--- src/rtl/alu_pkg.sv ---
// Shared types and default widths for the ALU status / EX-MEM capture block.
package alu_pkg;

  localparam int WIDTH_DEF   = 8;
  localparam int RADDR_W_DEF = 3;

  typedef enum logic [2:0] {
    COND_AL = 3'b000,
    COND_Z  = 3'b001,
    COND_NZ = 3'b010,
    COND_C  = 3'b011,
    COND_NC = 3'b100,
    COND_HI = 3'b101,
    COND_LS = 3'b110,
    COND_NV = 3'b111
  } cond_e;

  typedef struct packed {
    logic z;
    logic c;
  } flags_t;

endpackage

--- src/rtl/alu_status_unit_if.sv ---
// EX-side inputs and EX/MEM-side outputs of the ALU status unit.
// in_valid/out_valid are plain qualifiers with no ready; the only backpressure is stall.
interface alu_status_unit_if #(
  parameter int WIDTH   = alu_pkg::WIDTH_DEF,
  parameter int RADDR_W = alu_pkg::RADDR_W_DEF
);

  logic               stall;
  logic               flush;
  logic               in_valid;
  logic [WIDTH-1:0]   alu_result;
  logic               alu_zero;
  logic               alu_carry;
  logic               upd_z;
  logic               upd_c;
  logic               wb_en_in;
  logic [RADDR_W-1:0] wb_reg_in;
  logic               is_branch;
  logic [2:0]         cond;
  logic [WIDTH-1:0]   target_in;
  logic               flag_save;
  logic               flag_restore;

  logic               carry_to_alu;
  logic               z_flag;
  logic               c_flag;
  logic               out_valid;
  logic [WIDTH-1:0]   out_result;
  logic               out_wb_en;
  logic [RADDR_W-1:0] out_wb_reg;
  logic               branch_taken;
  logic [WIDTH-1:0]   branch_target;

  modport master (
    output stall, flush, in_valid, alu_result, alu_zero, alu_carry, upd_z, upd_c,
           wb_en_in, wb_reg_in, is_branch, cond, target_in, flag_save, flag_restore,
    input  carry_to_alu, z_flag, c_flag, out_valid, out_result, out_wb_en,
           out_wb_reg, branch_taken, branch_target
  );

  modport slave (
    input  stall, flush, in_valid, alu_result, alu_zero, alu_carry, upd_z, upd_c,
           wb_en_in, wb_reg_in, is_branch, cond, target_in, flag_save, flag_restore,
    output carry_to_alu, z_flag, c_flag, out_valid, out_result, out_wb_en,
           out_wb_reg, branch_taken, branch_target
  );

endinterface

--- src/rtl/alu_status_unit_cond_eval.sv ---
// Combinational branch-condition evaluation against the committed Z/C flags.
module cond_eval
  import alu_pkg::*;
(
  input  cond_e  cond,
  input  flags_t flags,
  output logic   taken
);

  always_comb begin
    taken = 1'b0;
    case (cond)
      COND_AL: taken = 1'b1;
      COND_Z:  taken = flags.z;
      COND_NZ: taken = !flags.z;
      COND_C:  taken = flags.c;
      COND_NC: taken = !flags.c;
      COND_HI: taken = flags.c && !flags.z;
      COND_LS: taken = !flags.c || flags.z;
      COND_NV: taken = 1'b0;
      default: taken = 1'b0;
    endcase
  end

endmodule

--- src/rtl/alu_status_unit.sv ---
// Z/C flag register with one-deep shadow, carry feedback to the ALU,
// branch resolution and the EX/MEM pipeline register.
module alu_status_unit
  import alu_pkg::*;
(
  input  logic               clk,
  input  logic               rst,
  alu_status_unit_if.slave   bus
);

  flags_t flags_q;
  flags_t shadow_q;
  logic   advance;
  logic   cond_true;

  assign advance = !bus.stall && !bus.flush && bus.in_valid;

  cond_eval u_cond_eval (
    .cond  (cond_e'(bus.cond)),
    .flags (flags_q),
    .taken (cond_true)
  );

  // Flags commit at the end of EX, so the carry fed back needs no bypass.
  assign bus.carry_to_alu = flags_q.c;
  assign bus.z_flag       = flags_q.z;
  assign bus.c_flag       = flags_q.c;

  // Restore beats the ALU update; save samples pre-update flags, giving a swap when both fire.
  always_ff @(posedge clk) begin
    if (rst) begin
      flags_q  <= '0;
      shadow_q <= '0;
    end else if (!bus.stall) begin
      if (bus.flag_restore) begin
        flags_q <= shadow_q;
      end else if (advance) begin
        if (bus.upd_z) flags_q.z <= bus.alu_zero;
        if (bus.upd_c) flags_q.c <= bus.alu_carry;
      end
      if (bus.flag_save) shadow_q <= flags_q;
    end
  end

  // flush takes priority over stall; it only clears the control fields.
  always_ff @(posedge clk) begin
    if (rst) begin
      bus.out_valid     <= 1'b0;
      bus.out_result    <= '0;
      bus.out_wb_en     <= 1'b0;
      bus.out_wb_reg    <= '0;
      bus.branch_taken  <= 1'b0;
      bus.branch_target <= '0;
    end else if (bus.flush) begin
      bus.out_valid    <= 1'b0;
      bus.out_wb_en    <= 1'b0;
      bus.branch_taken <= 1'b0;
    end else if (!bus.stall) begin
      bus.out_valid     <= bus.in_valid;
      bus.out_result    <= bus.alu_result;
      bus.out_wb_en     <= bus.wb_en_in && bus.in_valid;
      bus.out_wb_reg    <= bus.wb_reg_in;
      bus.branch_taken  <= bus.in_valid && bus.is_branch && cond_true;
      bus.branch_target <= bus.target_in;
    end
  end

endmodule

--- src/flat_wrapper.sv ---
// flat-port wrapper written by rule: the top's interface ports become plain ports
module alu_status_unit_flat import alu_pkg::*;
  (clk, rst, bus_stall, bus_flush, bus_in_valid, bus_alu_result, bus_alu_zero, bus_alu_carry, bus_upd_z, bus_upd_c, bus_wb_en_in, bus_wb_reg_in, bus_is_branch, bus_cond, bus_target_in, bus_flag_save, bus_flag_restore, bus_carry_to_alu, bus_z_flag, bus_c_flag, bus_out_valid, bus_out_result, bus_out_wb_en, bus_out_wb_reg, bus_branch_taken, bus_branch_target);
  alu_status_unit_if #(.WIDTH(8), .RADDR_W(3)) bus_i ();
  input  logic clk;
  input  logic rst;
  input wire logic [$bits(bus_i.stall)-1:0] bus_stall;
  input wire logic [$bits(bus_i.flush)-1:0] bus_flush;
  input wire logic [$bits(bus_i.in_valid)-1:0] bus_in_valid;
  input wire logic [$bits(bus_i.alu_result)-1:0] bus_alu_result;
  input wire logic [$bits(bus_i.alu_zero)-1:0] bus_alu_zero;
  input wire logic [$bits(bus_i.alu_carry)-1:0] bus_alu_carry;
  input wire logic [$bits(bus_i.upd_z)-1:0] bus_upd_z;
  input wire logic [$bits(bus_i.upd_c)-1:0] bus_upd_c;
  input wire logic [$bits(bus_i.wb_en_in)-1:0] bus_wb_en_in;
  input wire logic [$bits(bus_i.wb_reg_in)-1:0] bus_wb_reg_in;
  input wire logic [$bits(bus_i.is_branch)-1:0] bus_is_branch;
  input wire logic [$bits(bus_i.cond)-1:0] bus_cond;
  input wire logic [$bits(bus_i.target_in)-1:0] bus_target_in;
  input wire logic [$bits(bus_i.flag_save)-1:0] bus_flag_save;
  input wire logic [$bits(bus_i.flag_restore)-1:0] bus_flag_restore;
  output wire logic [$bits(bus_i.carry_to_alu)-1:0] bus_carry_to_alu;
  output wire logic [$bits(bus_i.z_flag)-1:0] bus_z_flag;
  output wire logic [$bits(bus_i.c_flag)-1:0] bus_c_flag;
  output wire logic [$bits(bus_i.out_valid)-1:0] bus_out_valid;
  output wire logic [$bits(bus_i.out_result)-1:0] bus_out_result;
  output wire logic [$bits(bus_i.out_wb_en)-1:0] bus_out_wb_en;
  output wire logic [$bits(bus_i.out_wb_reg)-1:0] bus_out_wb_reg;
  output wire logic [$bits(bus_i.branch_taken)-1:0] bus_branch_taken;
  output wire logic [$bits(bus_i.branch_target)-1:0] bus_branch_target;
  assign bus_i.stall = bus_stall;
  assign bus_i.flush = bus_flush;
  assign bus_i.in_valid = bus_in_valid;
  assign bus_i.alu_result = bus_alu_result;
  assign bus_i.alu_zero = bus_alu_zero;
  assign bus_i.alu_carry = bus_alu_carry;
  assign bus_i.upd_z = bus_upd_z;
  assign bus_i.upd_c = bus_upd_c;
  assign bus_i.wb_en_in = bus_wb_en_in;
  assign bus_i.wb_reg_in = bus_wb_reg_in;
  assign bus_i.is_branch = bus_is_branch;
  assign bus_i.cond = bus_cond;
  assign bus_i.target_in = bus_target_in;
  assign bus_i.flag_save = bus_flag_save;
  assign bus_i.flag_restore = bus_flag_restore;
  assign bus_carry_to_alu = bus_i.carry_to_alu;
  assign bus_z_flag = bus_i.z_flag;
  assign bus_c_flag = bus_i.c_flag;
  assign bus_out_valid = bus_i.out_valid;
  assign bus_out_result = bus_i.out_result;
  assign bus_out_wb_en = bus_i.out_wb_en;
  assign bus_out_wb_reg = bus_i.out_wb_reg;
  assign bus_branch_taken = bus_i.branch_taken;
  assign bus_branch_target = bus_i.branch_target;
  alu_status_unit u_core (.clk(clk), .rst(rst), .bus(bus_i));
endmodule
--- config.mk ---
export PLATFORM = sky130hd
export DESIGN_NAME = alu_status_unit_flat
export DESIGN_NICKNAME = d
export VERILOG_FILES = /design/src/rtl/alu_pkg.sv /design/src/rtl/alu_status_unit_if.sv /design/src/rtl/alu_status_unit_cond_eval.sv /design/src/rtl/alu_status_unit.sv /design/src/flat_wrapper.sv
export SDC_FILE = /design/constraint.sdc
export NUM_CORES = 1
export LEC_CHECK = 0
export CAP_MARGIN = 20
export CELL_PAD_IN_SITES_DETAIL_PLACEMENT = 0
export CELL_PAD_IN_SITES_GLOBAL_PLACEMENT = 1
export CORE_MARGIN = 2
export CORE_UTILIZATION = 25
export CTS_CLUSTER_SIZE = 30
export DETAILED_ROUTE_END_ITERATION = 6
export PLACE_DENSITY = 0.77
export SYNTH_ARGS = -nofsm -noshare
export SYNTH_HDL_FRONTEND = slang
export SYNTH_SLANG_ARGS = --single-unit
--- constraint.sdc ---
create_clock -name clk -period 1.3 [get_ports clk]
set_input_delay 0.26 -clock clk [delete_from_list [all_inputs] [get_ports clk]]
set_output_delay 0.26 -clock clk [all_outputs]
set_load 0.05 [all_outputs]
==> impl_results.md <==
- Outcome: finished clean
- WL met1: ~1200 µm
- Worst-Margin Slew: 0.277 ns
- GR Util All Layers: 0.134
- DRT antenna net count: 0
- Clock period minus worst slack: approximately 1.2 ns
- Leak: 0.000838 µW
- Syn_nets: approximately 160
- Area leader, netlist: dfxtp_1
- Max Cap Viol: 0
- Worst Hold Class: reg2reg
- Crit path kind: reg2out
- Placement row count: 23
- Crit-path max FO: 4
- # Post-CTS Setup Buffers: 0
- Share of the yosys chip area belonging to registers: 0.498
- Yosys warnings: 0
- Setup crit end kind: output pin
- Top Metal Used: met4
- Metal3 WL: 182 µm
- Synth Flop Type: dfxtp_1
- Area growth, synth to finish: 102%
- Worst Path Arrival: roughly 0.93 ns
- PwrDens: 974 nW/µm²
- EDFF count, synth: 0
- Clock Tree Buf Depth: 2
- Starting density of the core: 0.261
- Most frequent cells after synthesis: nand2_1, dfxtp_1, a21oi_1, mux2i_1, nor2_1
- Worst slack, placed: -0.285 ns
- WL/cell: 11.8 µm
- DP HPWL: roughly 2300 µm
- Synth top area cells: dfxtp_1, nand2_1, a21oi_1
- Clock Tree Root: clkbuf_8
- Clock-pin slew on the worst setup and hold paths: 0.09 ns
- Die ar.: 4720 µm²
- DR vias: 1,082
- Chip height: a little under 70 µm
- Met2 WL: roughly 1500 µm
- Worst skew pair latency: approximately 0.26 ns
- Total gr overflow: 0
- Initial antenna violation count: 0
- Setup violators final: 0
- Final WS setup: 0.111 ns
- Largest net degree at the start of global routing: 26
- Final Cycle Share: 0.915
- CP Data Required Time: between 1 and 1.5 ns
- DP Area: 2030 µm²
- Final Cell Area: ~2100 µm²
- Max_slew headroom: 0.815
- Vias in the first global route: between 1,000 and 1,500
- Clock Sinks: 26
- PortBufs: 59
- H-tree depth: 1
- Synthesized area: around 1000 µm²
- CTS Buf Count: 3
- Startpoint types: flop
- DRC violations left: 0
- Placer congestion estimate: a little over 0.7
- # IOs: 60
- WL final: 2910 µm
- Antenna diodes: 0
- Drt first pass iters: 4
- Max Slew Vio Count: 0
- Unique masters post-synth: 28
- Net count, final: approximately 230
- Die X: about 69 µm
- Share of the synthesized area in the top cell type: 0.498
- RSZ-0062 raised after global routing: false
- Most frequent cell after synthesis: nand2_1
- Vias per inst: about 4.4
- Initial DRC Count: 17
- Final Hold Vio Count: 0
- Share of cells above drive strength 1: 0.245
- Core Region: 4000 µm²
- Worst VDD drop: around 0.00051 V
- Avg Cell Area, Syn: between 8 and 9 µm²
- Fraction of registers with async set/reset: 0
- Seq cells post-synth: 26
- Clock Skew: around 0.0062 ns
- Post-Synthesis Cells: about 130
- CTS tree: yes
- Max Fclk: ~0.84 GHz
- Global-route wire length before repair: around 4700 µm
[cell usage in the layout, fill, tap and decap left out, types with 2 or more instances in the layout]
cell,count
a211oi_1,2
a21oi_1,22
buf_12,27
buf_4,12
clkbuf_8,3
clkdlybuf4s50_1,31
dfxtp_1,24
dfxtp_2,2
dlymetal6s2s_1,2
inv_1,2
mux2i_1,4
nand2_1,41
nand3b_1,2
nor2_1,4
nor3_1,2
[critical path, stage by stage (launching register included)]
cell and delay, ns:
dfxtp_2 0.37, buf_4 0.16, buf_12 0.14
[cells by family after synthesis]
logic type	after synthesis	synth area share
and+or+nand+nor	55	0.230
AOI/OAI and AO/OA	32	0.182
DFF	26	0.498
buffers and inverters	10	0.0526
muxes	4	0.0383
[power by group]
group          leakage [µW]  switching (µW)  internal (µW)
Sequential         0.000213            38.6            832
Combinational      0.000589             239            290
Clock             0.0000357             243            411
Total              0.000838             521           1530
[layer usage]
metal	track usage	vias to the layer above
met5	0	-
li1	-	560
met1	0.153	483
met2	0.246	37
met3	0.0227	2
met4	0.0500	0
[final cells by class]
| cell class | count | area [µm²] |
|---|---|---|
| tap | 50 | 62.6 |
| inverter | 2 | 7.51 |
| fill | 347 | 1890 |
| clock buffer | 3 | 41.3 |
| multi-input combinational | 91 | 470 |
| clock inverter | 1 | 30.0 |
| sequential | 26 | 523 |
| timing repair buffer | 73 | 975 |
[through the flow]
stage / utilization / setup TNS [ns] / instances / hold slack (ns) / power [µW]
detailed placement: 0.509 / -5.58 / 242 / 0.484 / 1420
global placement: 0.509 / -5.05 / 242 / 0.481 / 1420
floorplan: - / 0 / 127 / 0.337 / 1100
CTS: 0.526 / 0 / 246 / 0.497 / 2080
finish: 0.527 / 0 / 246 / 0.494 / 2050
global route: 0.527 / 0 / 246 / 0.504 / 2160
[final timing paths]
check	startpoint	endpoint	slack, ns	depth (start not counted)
max	u_core.bus.c_flag	bus_carry_to_alu	0.11	2
min	u_core.bus.branch_target[1]	u_core.bus.branch_target[1]	0.49	2
max reg2reg	u_core.bus.c_flag	u_core.bus.branch_taken	0.16	4
min reg2reg	u_core.bus.branch_target[1]	u_core.bus.branch_target[1]	0.49	2
[timing repair]
action / CTS / global route
hold buffers: 0 / 0
resized for setup: 1 / 3
endpoints found under the setup margin: 1 / 21
pin swaps: 0 / 0
Power figures use the tool's default switching activity.
